`config.mk`:
```
export PLATFORM = sky130hd
export DESIGN_NAME = hilo_pipe
export DESIGN_NICKNAME = d
export VERILOG_FILES = /design/src/rtl/hilo_pipe.sv
export SDC_FILE = /design/constraint.sdc
export NUM_CORES = 1
export LEC_CHECK = 0
export CAP_MARGIN = 20
export CELL_PAD_IN_SITES_DETAIL_PLACEMENT = 2
export CELL_PAD_IN_SITES_GLOBAL_PLACEMENT = 2
export CORE_ASPECT_RATIO = 0.5
export CORE_MARGIN = 2
export CORE_UTILIZATION = 33
export CTS_BUF_LIST = sky130_fd_sc_hd__clkbuf_2
export CTS_CLUSTER_SIZE = 25
export DETAILED_ROUTE_END_ITERATION = 10
export GPL_TIMING_DRIVEN = 0
export PLACE_DENSITY = 0.87
export SYNTH_ARGS = -nofsm -noshare
export SYNTH_HDL_FRONTEND = slang
export SYNTH_SLANG_ARGS = --single-unit
```
`constraint.sdc`:
```
create_clock -name clk -period 10.3 [get_ports clk]
set_input_delay 2.06 -clock clk [delete_from_list [all_inputs] [get_ports clk]]
set_output_delay 2.06 -clock clk [all_outputs]
set_load 0.005 [all_outputs]
```
`src/rtl/hilo_pipe.sv`:
```
// HI/LO write path: carries execute-stage requests through the EX/MEM and MEM/WB
// slots and commits them into the architectural HI/LO registers.
module hilo_pipe #(
  parameter int unsigned WIDTH = 32
) (
  input  logic             clk,
  input  logic             rst,
  input  logic [5:0]       stall,
  input  logic             flush,
  input  logic             ex_hilo_i,
  input  logic [WIDTH-1:0] ex_hi_i,
  input  logic [WIDTH-1:0] ex_lo_i,
  output logic             mem_hilo_o,
  output logic [WIDTH-1:0] mem_hi_o,
  output logic [WIDTH-1:0] mem_lo_o,
  output logic             wb_hilo_o,
  output logic [WIDTH-1:0] wb_hi_o,
  output logic [WIDTH-1:0] wb_lo_o,
  output logic [WIDTH-1:0] hi_o,
  output logic [WIDTH-1:0] lo_o
);

  localparam int unsigned STALL_EX  = 3;
  localparam int unsigned STALL_MEM = 4;
  localparam int unsigned STALL_WB  = 5;

  // EX/MEM slot: a bubble goes in only at the stalled/unstalled boundary
  always_ff @(posedge clk or posedge rst) begin
    if (rst) begin
      mem_hilo_o <= 1'b0;
      mem_hi_o   <= '0;
      mem_lo_o   <= '0;
    end else if (flush) begin
      mem_hilo_o <= 1'b0;
      mem_hi_o   <= '0;
      mem_lo_o   <= '0;
    end else if (stall[STALL_EX] && !stall[STALL_MEM]) begin
      mem_hilo_o <= 1'b0;
      mem_hi_o   <= '0;
      mem_lo_o   <= '0;
    end else if (!stall[STALL_EX]) begin
      mem_hilo_o <= ex_hilo_i;
      mem_hi_o   <= ex_hi_i;
      mem_lo_o   <= ex_lo_i;
    end
  end

  // MEM/WB slot, same rules shifted one stage
  always_ff @(posedge clk or posedge rst) begin
    if (rst) begin
      wb_hilo_o <= 1'b0;
      wb_hi_o   <= '0;
      wb_lo_o   <= '0;
    end else if (flush) begin
      wb_hilo_o <= 1'b0;
      wb_hi_o   <= '0;
      wb_lo_o   <= '0;
    end else if (stall[STALL_MEM] && !stall[STALL_WB]) begin
      wb_hilo_o <= 1'b0;
      wb_hi_o   <= '0;
      wb_lo_o   <= '0;
    end else if (!stall[STALL_MEM]) begin
      wb_hilo_o <= mem_hilo_o;
      wb_hi_o   <= mem_hi_o;
      wb_lo_o   <= mem_lo_o;
    end
  end

  // Commit ignores flush: the WB instruction has already retired
  always_ff @(posedge clk or posedge rst) begin
    if (rst) begin
      hi_o <= '0;
      lo_o <= '0;
    end else if (wb_hilo_o && !stall[STALL_WB]) begin
      hi_o <= wb_hi_o;
      lo_o <= wb_lo_o;
    end
  end

endmodule

```
; ---- Word-level counts from Yosys, hierarchy flattened
; Cells that the tools add are included.
; W data, S select, Z words.
[word_totals]
elab_cells = 33
register_bits = 194
[classes]
n_reduce_logical = 5
n_eq_ne = 2
muxes = 18
[op_table]
columns = op, count
row1 = $mux W32, 12
row2 = $mux W1, 6
row3 = $ne A3 B1 Y1 const B, 2
row4 = $logic_and A1 B1 Y1, 3
row5 = $logic_not A1 Y1, 2

; ---- Depth between registers and ports, before layout
; Gate-level depths: netlist of run 1.
[depth]
word_depth = 4
mapped_depth = 4
ltp_nobuf = 2

; ---- Worst setup path after synthesis of run 1
; No wires, ideal clock.
[synth_timing]
kind = input -> register
startpoint = input stall[5]
endpoint = register hi_o[0]
path_buffers = 2
setup_ns = 0.125
t_required_ns = 10.175
arrival_time_ns = 2.768
slack_ns = 7.407
path_stages = 4
path_cell_list = nand2b_4 buf_6 buf_8 mux2_4
[synth_between]
elab_chain_cells = 2
[synth_lines]
columns = item, line
row1 = start: declaration, 8  ; input logic [5:0] stall,
row2 = $logic_not A1 Y1, 74  ; end else if (wb_hilo_o && !stall[STALL_WB]) begin
row3 = $logic_and A1 B1 Y1, 74
row4 = end signal: assignment, 75  ; hi_o <= wb_hi_o;
row5 = end: declaration, 19  ; output logic [WIDTH-1:0] hi_o,
; No other way between the ends.
; A chain may end at the register's enable or synchronous reset.

; ---- Worst setup path after layout of run 1
[layout_timing]
startpoint = register mem_hilo_o
endpoint = output mem_hilo_o
[layout_lines]
columns = item, line
row1 = start: declaration, 13  ; output logic mem_hilo_o,
row2 = start signal: assignment, 42  ; mem_hilo_o <= ex_hilo_i;
; No word-level cell between the ends.

==> summary.md, run 1 <==
| Metric | Value |
|---|---|
| Cts hold-fix bufs | `0` |
| Leading area contributor after synthesis | `dfrtp_1` |
| FF+latch count, synth | `194` |
| Status | `complete, no violations` |
| Synth unique cells | `21` |
| Hold Crit Depth | `1` |
| Syn Inst Count | `569` |
| Post_cts resized | `0` |
| Critical path type | `reg2out` |
| Clock sinks | `194` |
| FF-to-FF path depth | `4` |
| Total track usage | `0.240` |
| Global-route wire length before repair | `45500 microns` |
| CTS tree | `yes` |
| DR vias | `6019` |
| WL/cell | `25.2 microns` |
| Largest net degree at the start of global routing | `between 100 and 150` |
| Sequential fraction of the synthesis area | `0.613` |
| Count of pins over their slew limit | `0` |
| Critical path fanouts, max | `3` |
| VDD IR max | `0.0000602 V` |
| R2r endpoint | `lo_o[23]$_DFFE_PP0P_` |
| Clk_lat worst skew | `0.82 ns` |
| Vias in the first global route | `6915` |
| Placed inst area | `11000 sq um` |
| Crit start category | `flip-flop` |
| Clock skew | `approximately 0.044 ns` |
| Final Hold Viols | `0` |
| Tcrit/Tclk final | `0.383` |
| Origin of the critical flop-to-flop path | `wb_hilo_o$_DFFE_PP0P_` |
| Remaining DRCs | `0` |
| R2R setup slack | `8.89 ns` |
| Grt ovf | `0` |
| Slew Limit Headroom | `0.403` |
| Area fraction of the dominant cell type after synthesis | `0.613` |
| Syn_nets | `643` |
| Max Fclk | `~250 MHz` |
| DR top layer | `met4` |
| Final Wtd Congestion | `around 0.76` |
| Die width | `223 microns` |
| Syn_area_per_cell | `13.9 sq um` |
| Finished Cell Area | `about 11000 sq um` |
| Critical path required time | `a little over 8 ns` |
| RSZ-0062 raised after global routing | `false` |
| Starting DRC count in detailed routing | `just under 400` |
| CTS H-Tree Depth | `4` |
| CP max-delay cell | `clkdlybuf4s50_1` |
| 1st-pass router iterations | `4` |
| TNS Setup | `0 ns` |
| Worst-Margin Slew | `0.895 ns` |
| Critical path endpoint category | `output pin` |
| CP arrival | `around 1.9 ns` |
| Cts bufs inserted | `17` |
| Fraction of layout cells with a size suffix above 1 | `0.144` |
| Post-DRT Antenna Nets | `0` |
| PD cells | `approximately 120 nW/um^2` |
| CP delay by family, top | `buffers and inverters` |
| Final wirelength | `29800 microns` |
| Die height | `114 microns` |
| Leak | `about 4.8 nW` |
| Final Setup Violations | `0` |
| Cell Area, Synth | `7920 sq um` |
| Worst Path Buf+Inv | `1` |
| CTS clk-pin slew, worst paths | `roughly 0.29 ns` |
| Initial antenna violation count | `2` |
| Synth Warn # | `0` |
| Total power | `1.38 mW` |
| Met2 wire length | `16000 microns` |
| Final nets | `around 900` |
| Top-Level Pins | `roughly 270` |
| Site Rows | `40` |
| Max incr delay on CP | `0.58 ns` |
| Starting Density | `0.333` |
| Die area | `25300 sq um` |
| Synth top area cells | `dfrtp_1 61%, mux2_4 11%, o2bb2ai_1 6.9%` |
| Critical path depth | `1` |
| Tmin final | `3.95 ns` |
| Worst hold path class | `reg2reg` |
| Maximum root-to-sink buffer count | `2` |
| M1 WL | `12100 microns` |
| CP cell instances | `clkdlybuf4s50_1` |
| I/O Buffers | `263` |
| Layout area overhead | `41.2%` |
| Hold_sp | `wb_lo_o[25]$_DFFE_PP0P_` |
| Post CTS Setup Buffer Count | `0` |
| Dpl hpwl | `21900 microns` |
| CORE AREA | `23800 sq um` |
| Metal3 WL | `709 microns` |
| Hold EP | `lo_o[25]$_DFFE_PP0P_` |
| Max-cap viol count | `0` |
| Clock root buffer master | `clkbuf_2` |
| Vias per Instance | `5.10` |
## metrics by stage
step                cells   util  hold WS, ns  worst slack (ns)
finish               1181  0.471        0.544              6.35
global route         1180  0.471        0.571              6.20
CTS                  1178  0.470        0.551              6.24
detailed placement   1148  0.462        0.496              6.55
global placement     1147  0.461        0.492             0.324
floorplan             569      -        0.504              2.96
## final cells by class
type / instances / area (sq um)
Buffer: 48 / 312
Clock inverter: 9 / 91.3
Clock buffer: 21 / 105
Sequential cell: 194 / 4850
Antenna cell: 3 / 7.51
Fill cell: 2282 / 12600
Tap cell: 315 / 394
Timing Repair Buffer: 264 / 2660
Multi-Input combinational cell: 271 / 2550
Inverter: 56 / 218
## registers in the layout (all words and copies together) (netlist names)
name        cells
hi_o           32
lo_o           32
mem_hi_o       32
mem_hilo_o      1
mem_lo_o       32
wb_hi_o        32
wb_hilo_o       1
wb_lo_o        32
## logic make-up after synthesis
family                 synth area share
DFF                               0.613
and+or+nand+nor                  0.0586
buffers and inverters            0.0659
muxes                             0.119
AOI/OAI and AO/OA                 0.143
## layout by cell type, fill, tap and decap left out, types with 8 or more instances in the layout
| master | netlist | final |
|---|---|---|
| buf_2 | 18 | 18 |
| clkbuf_1 | 16 | 16 |
| clkbuf_2 | 0 | 21 |
| clkdlybuf4s50_1 | 0 | 263 |
| dfrtp_1 | 194 | 194 |
| inv_1 | 56 | 55 |
| mux2_4 | 60 | 60 |
| nand2_1 | 8 | 8 |
| nand2b_1 | 63 | 63 |
| o2bb2ai_1 | 62 | 62 |
| o32ai_1 | 54 | 54 |
## worst max path at each step
| stage | start | endpoint | slack, ns |
|---|---|---|---|
| after floorplan | rst | hi_o[0]$_DFFE_PP0P_ | 2.96 |
| after global placement | rst | mem_hi_o[27]$_DFFE_PP0P_ | 0.32 |
| after detailed placement | flush | wb_lo_o[21]$_DFFE_PP0P_ | 6.55 |
| after CTS | mem_hi_o[31]$_DFFE_PP0P_ | mem_hi_o[31] | 6.24 |
| after global routing | wb_hilo_o$_DFFE_PP0P_ | wb_hilo_o | 6.20 |
| final | mem_hilo_o$_DFFE_PP0P_ | mem_hilo_o | 6.35 |
## where the power goes
group          total (mW)  internal, mW  switching (mW)
registers           0.812         0.791          0.0212
logic               0.197         0.106          0.0908
clock network       0.373         0.108           0.265
## synthesized netlist by cell type
library cell,instances
a32o_1,6
buf_1,2
buf_2,18
buf_4,1
buf_6,5
buf_8,6
clkbuf_1,16
dfrtp_1,194
inv_1,56
mux2_2,4
mux2_4,60
nand2_1,8
nand2_2,1
nand2b_1,63
nand2b_4,1
nor2_1,2
nor2b_1,2
o22ai_1,7
o2bb2ai_1,62
o32ai_1,54
o32ai_2,1
## layer usage
layer | vias to the layer above | global-route usage
li1 | 2599 | -
met1 | 3226 | 0.283
met2 | 146 | 0.432
met3 | 48 | 0.0361
met4 | 0 | 0.121
met5 | - | 0
(Power assumes the default switching activity.)
==> run 2: changes to the inputs <==
--- a/config.mk
+++ b/config.mk
@@ -10,12 +10,12 @@
 export CELL_PAD_IN_SITES_GLOBAL_PLACEMENT = 2
 export CORE_ASPECT_RATIO = 0.5
 export CORE_MARGIN = 2
-export CORE_UTILIZATION = 33
+export CORE_UTILIZATION = 31
 export CTS_BUF_LIST = sky130_fd_sc_hd__clkbuf_2
 export CTS_CLUSTER_SIZE = 25
 export DETAILED_ROUTE_END_ITERATION = 10
 export GPL_TIMING_DRIVEN = 0
-export PLACE_DENSITY = 0.87
+export PLACE_DENSITY = 0.83
 export SYNTH_ARGS = -nofsm -noshare
 export SYNTH_HDL_FRONTEND = slang
 export SYNTH_SLANG_ARGS = --single-unit
==> constraint.sdc (replaced) <==
create_clock -name clk -period 3.9 [get_ports clk]
set_input_delay 0.78 -clock clk [delete_from_list [all_inputs] [get_ports clk]]
set_output_delay 0.78 -clock clk [all_outputs]
set_load 0.005 [all_outputs]
==> run 2 against run 1 <==
- wire length down 3.0%
- global-route usage down 2.3 points
- critical path type unchanged
- hold slack worse by 0.22 ns
- worst setup slack worse by 5.2 ns
- sequential share of layout area shrank 0.65 points
- clock skew shrank 0.0024 ns
- critical path depth stayed put
- first-iteration DRC count decreased by 37%
- register-to-register slack got worse by 6.4 ns
- final area is 1.5% higher
- utilization is 1.9 points lower
- count of clock-buffer cells in the layout decreased by 4
==> summary.md, run 2 (same netlist as run 1, synthesis figures left out) <==
| Metric | Value |
|---|---|
| Status | `complete, no violations` |
| Grt ovf | `0` |
| Non-Filler Instances | `1219` |
| Vias per Instance | `4.85` |
| Dpl hpwl | `22200 microns` |
| Die area | `~27000 sq um` |
| Die width | `roughly 230 microns` |
| Clock sinks | `194` |
| CP max-delay cell | `clkdlybuf4s50_1` |
| Total track usage | `0.216` |
| Crit start category | `flip-flop` |
| WL/cell | `23.7 microns` |
| Slew Limit Headroom | `0.383` |
| Finished Cell Area | `11400 sq um` |
| Tcrit/Tclk final | `0.695` |
| 1st-pass router iterations | `6` |
| Clock skew | `0.0417 ns` |
| CTS clk-pin slew, worst paths | `0.27 ns` |
| Post CTS Setup Buffer Count | `0` |
| Final wirelength | `roughly 29000 microns` |
| DP Worst Slack | `1.42 ns` |
| Final nets | `930` |
| Layout area overhead | `43.4%` |
| PD cells | `330 nW/um^2` |
| CP delay by family, top | `buffers and inverters` |
| Layout fillers | `2511` |
| Most frequent cells in the layout | `263 x clkdlybuf4s50_1, 194 x dfrtp_1, 63 x nand2b_1` |
| Max-cap viol count | `0` |
| Placed inst area | `11100 sq um` |
| Cts bufs inserted | `17` |
| Global-route wire length before repair | `between 40000 and 50000 microns` |
| Worst-Margin Slew | `0.923 ns` |
| Starting Density | `0.315` |
| Starting DRC count in detailed routing | `approximately 250` |
| TNS Setup | `0 ns` |
| Die height | `117 microns` |
| Fraction of layout cells with a size suffix above 1 | `0.152` |
| Worst hold path class | `in2reg` |
| CORE AREA | `approximately 25000 sq um` |
| Count of pins over their slew limit | `0` |
| DR vias | `5918` |
| Hold_sp | `stall[4]` |
| Maximum root-to-sink buffer count | `2` |
| Tmin final | `2.71 ns` |
| CP arrival | `around 1.9 ns` |
| Post-DRT Antenna Nets | `0` |
| Critical path type | `reg2out` |
| Origin of the critical flop-to-flop path | `wb_hilo_o$_DFFE_PP0P_` |
| Worst Path Buf+Inv | `1` |
| Vias in the first global route | `6812` |
| Most common cell after layout, fill and taps aside | `clkdlybuf4s50_1` |
| Total power | `3.75 mW` |
| CP cell instances | `clkdlybuf4s50_1` |
| Final Hold Viols | `0` |
| Cts hold-fix bufs | `0` |
| Top-Level Pins | `about 270` |
| Critical path fanouts, max | `3` |
| CTS H-Tree Depth | `4` |
| Critical path required time | `3.12 ns` |
| Final Wtd Congestion | `0.751` |
| DP Cell Count | `1181` |
| Max Fclk | `369 MHz` |
| Clock root buffer master | `clkbuf_2` |
| Remaining DRCs | `0` |
| I/O Buffers | `263` |
| Leak | `4.84 nW` |
| VDD IR max | `0.000150 V` |
| RSZ-0062 raised after global routing | `false` |
| CTS tree | `yes` |
| Crit path launch | `wb_hilo_o$_DFFE_PP0P_` |
| Critical path endpoint category | `output pin` |
| Max incr delay on CP | `0.58 ns` |
| Setup ws final | `1.19 ns` |
| Largest net degree at the start of global routing | `between 40 and 50` |
| Initial antenna violation count | `4` |
| Min Hold Slack | `0.328 ns` |
| Post_cts resized | `0` |
| Final Setup Violations | `0` |
| Site Rows | `41` |
| Clk_lat worst skew | `0.87 ns` |
| Final core occ | `0.452` |
run 2: where the power goes:
group / switching, mW / internal (mW) / leakage (nW)
sequential: 0.0545 / 2.09 / 2.66
clock: 0.734 / 0.350 / 0.139
combinational: 0.235 / 0.287 / 2.05
total: 1.02 / 2.73 / 4.84
run 2: path summary, 6_finish.rpt:
kind,to,slack [ns],cells past startpoint
hold reg to reg,hi_o[8]$_DFFE_PP0P_,0.55,1
setup reg to reg,lo_o[28]$_DFFE_PP0P_,2.45,4
min in group asynchronous,mem_hi_o[13]$_DFFE_PP0P_,0.38,2
setup / recovery,wb_hilo_o,1.19,1
hold / removal,wb_lo_o[31]$_DFFE_PP0P_,0.33,3
max in group asynchronous,wb_hi_o[28]$_DFFE_PP0P_,2.55,4
run 2: routing by layer:
layer / global-route usage / routed length (microns) / vias up
li1: - / - / 2617
met1: 0.256 / 11900 / 3131
met2: 0.395 / 15500 / 117
met3: 0.0344 / 617 / 53
met4: 0.103 / 971 / 0
met5: 0 / 0 / -
run 2: tightest hold or removal path: cells and delay by family:
family                 cells  cell delay, ns
AOI/OAI and AO/OA          1            0.20
buffers and inverters      1            0.13
and+or+nand+nor            1            0.08
run 2: layout make-up:
type / instances / area (sq um) / share of cell area
Buffer: 48 / 312 / 0.0274
Multi-Input combinational cell: 271 / 2550 / 0.224
Antenna cell: 6 / 15.0 / 0.00132
Clock buffer: 17 / 85.1 / 0.00749
Clock inverter: 15 / 168 / 0.0148
Timing Repair Buffer: 268 / 2730 / 0.241
Inverter: 56 / 214 / 0.0188
Sequential cell: 194 / 4850 / 0.427
Tap cell: 344 / 430 / 0.0379
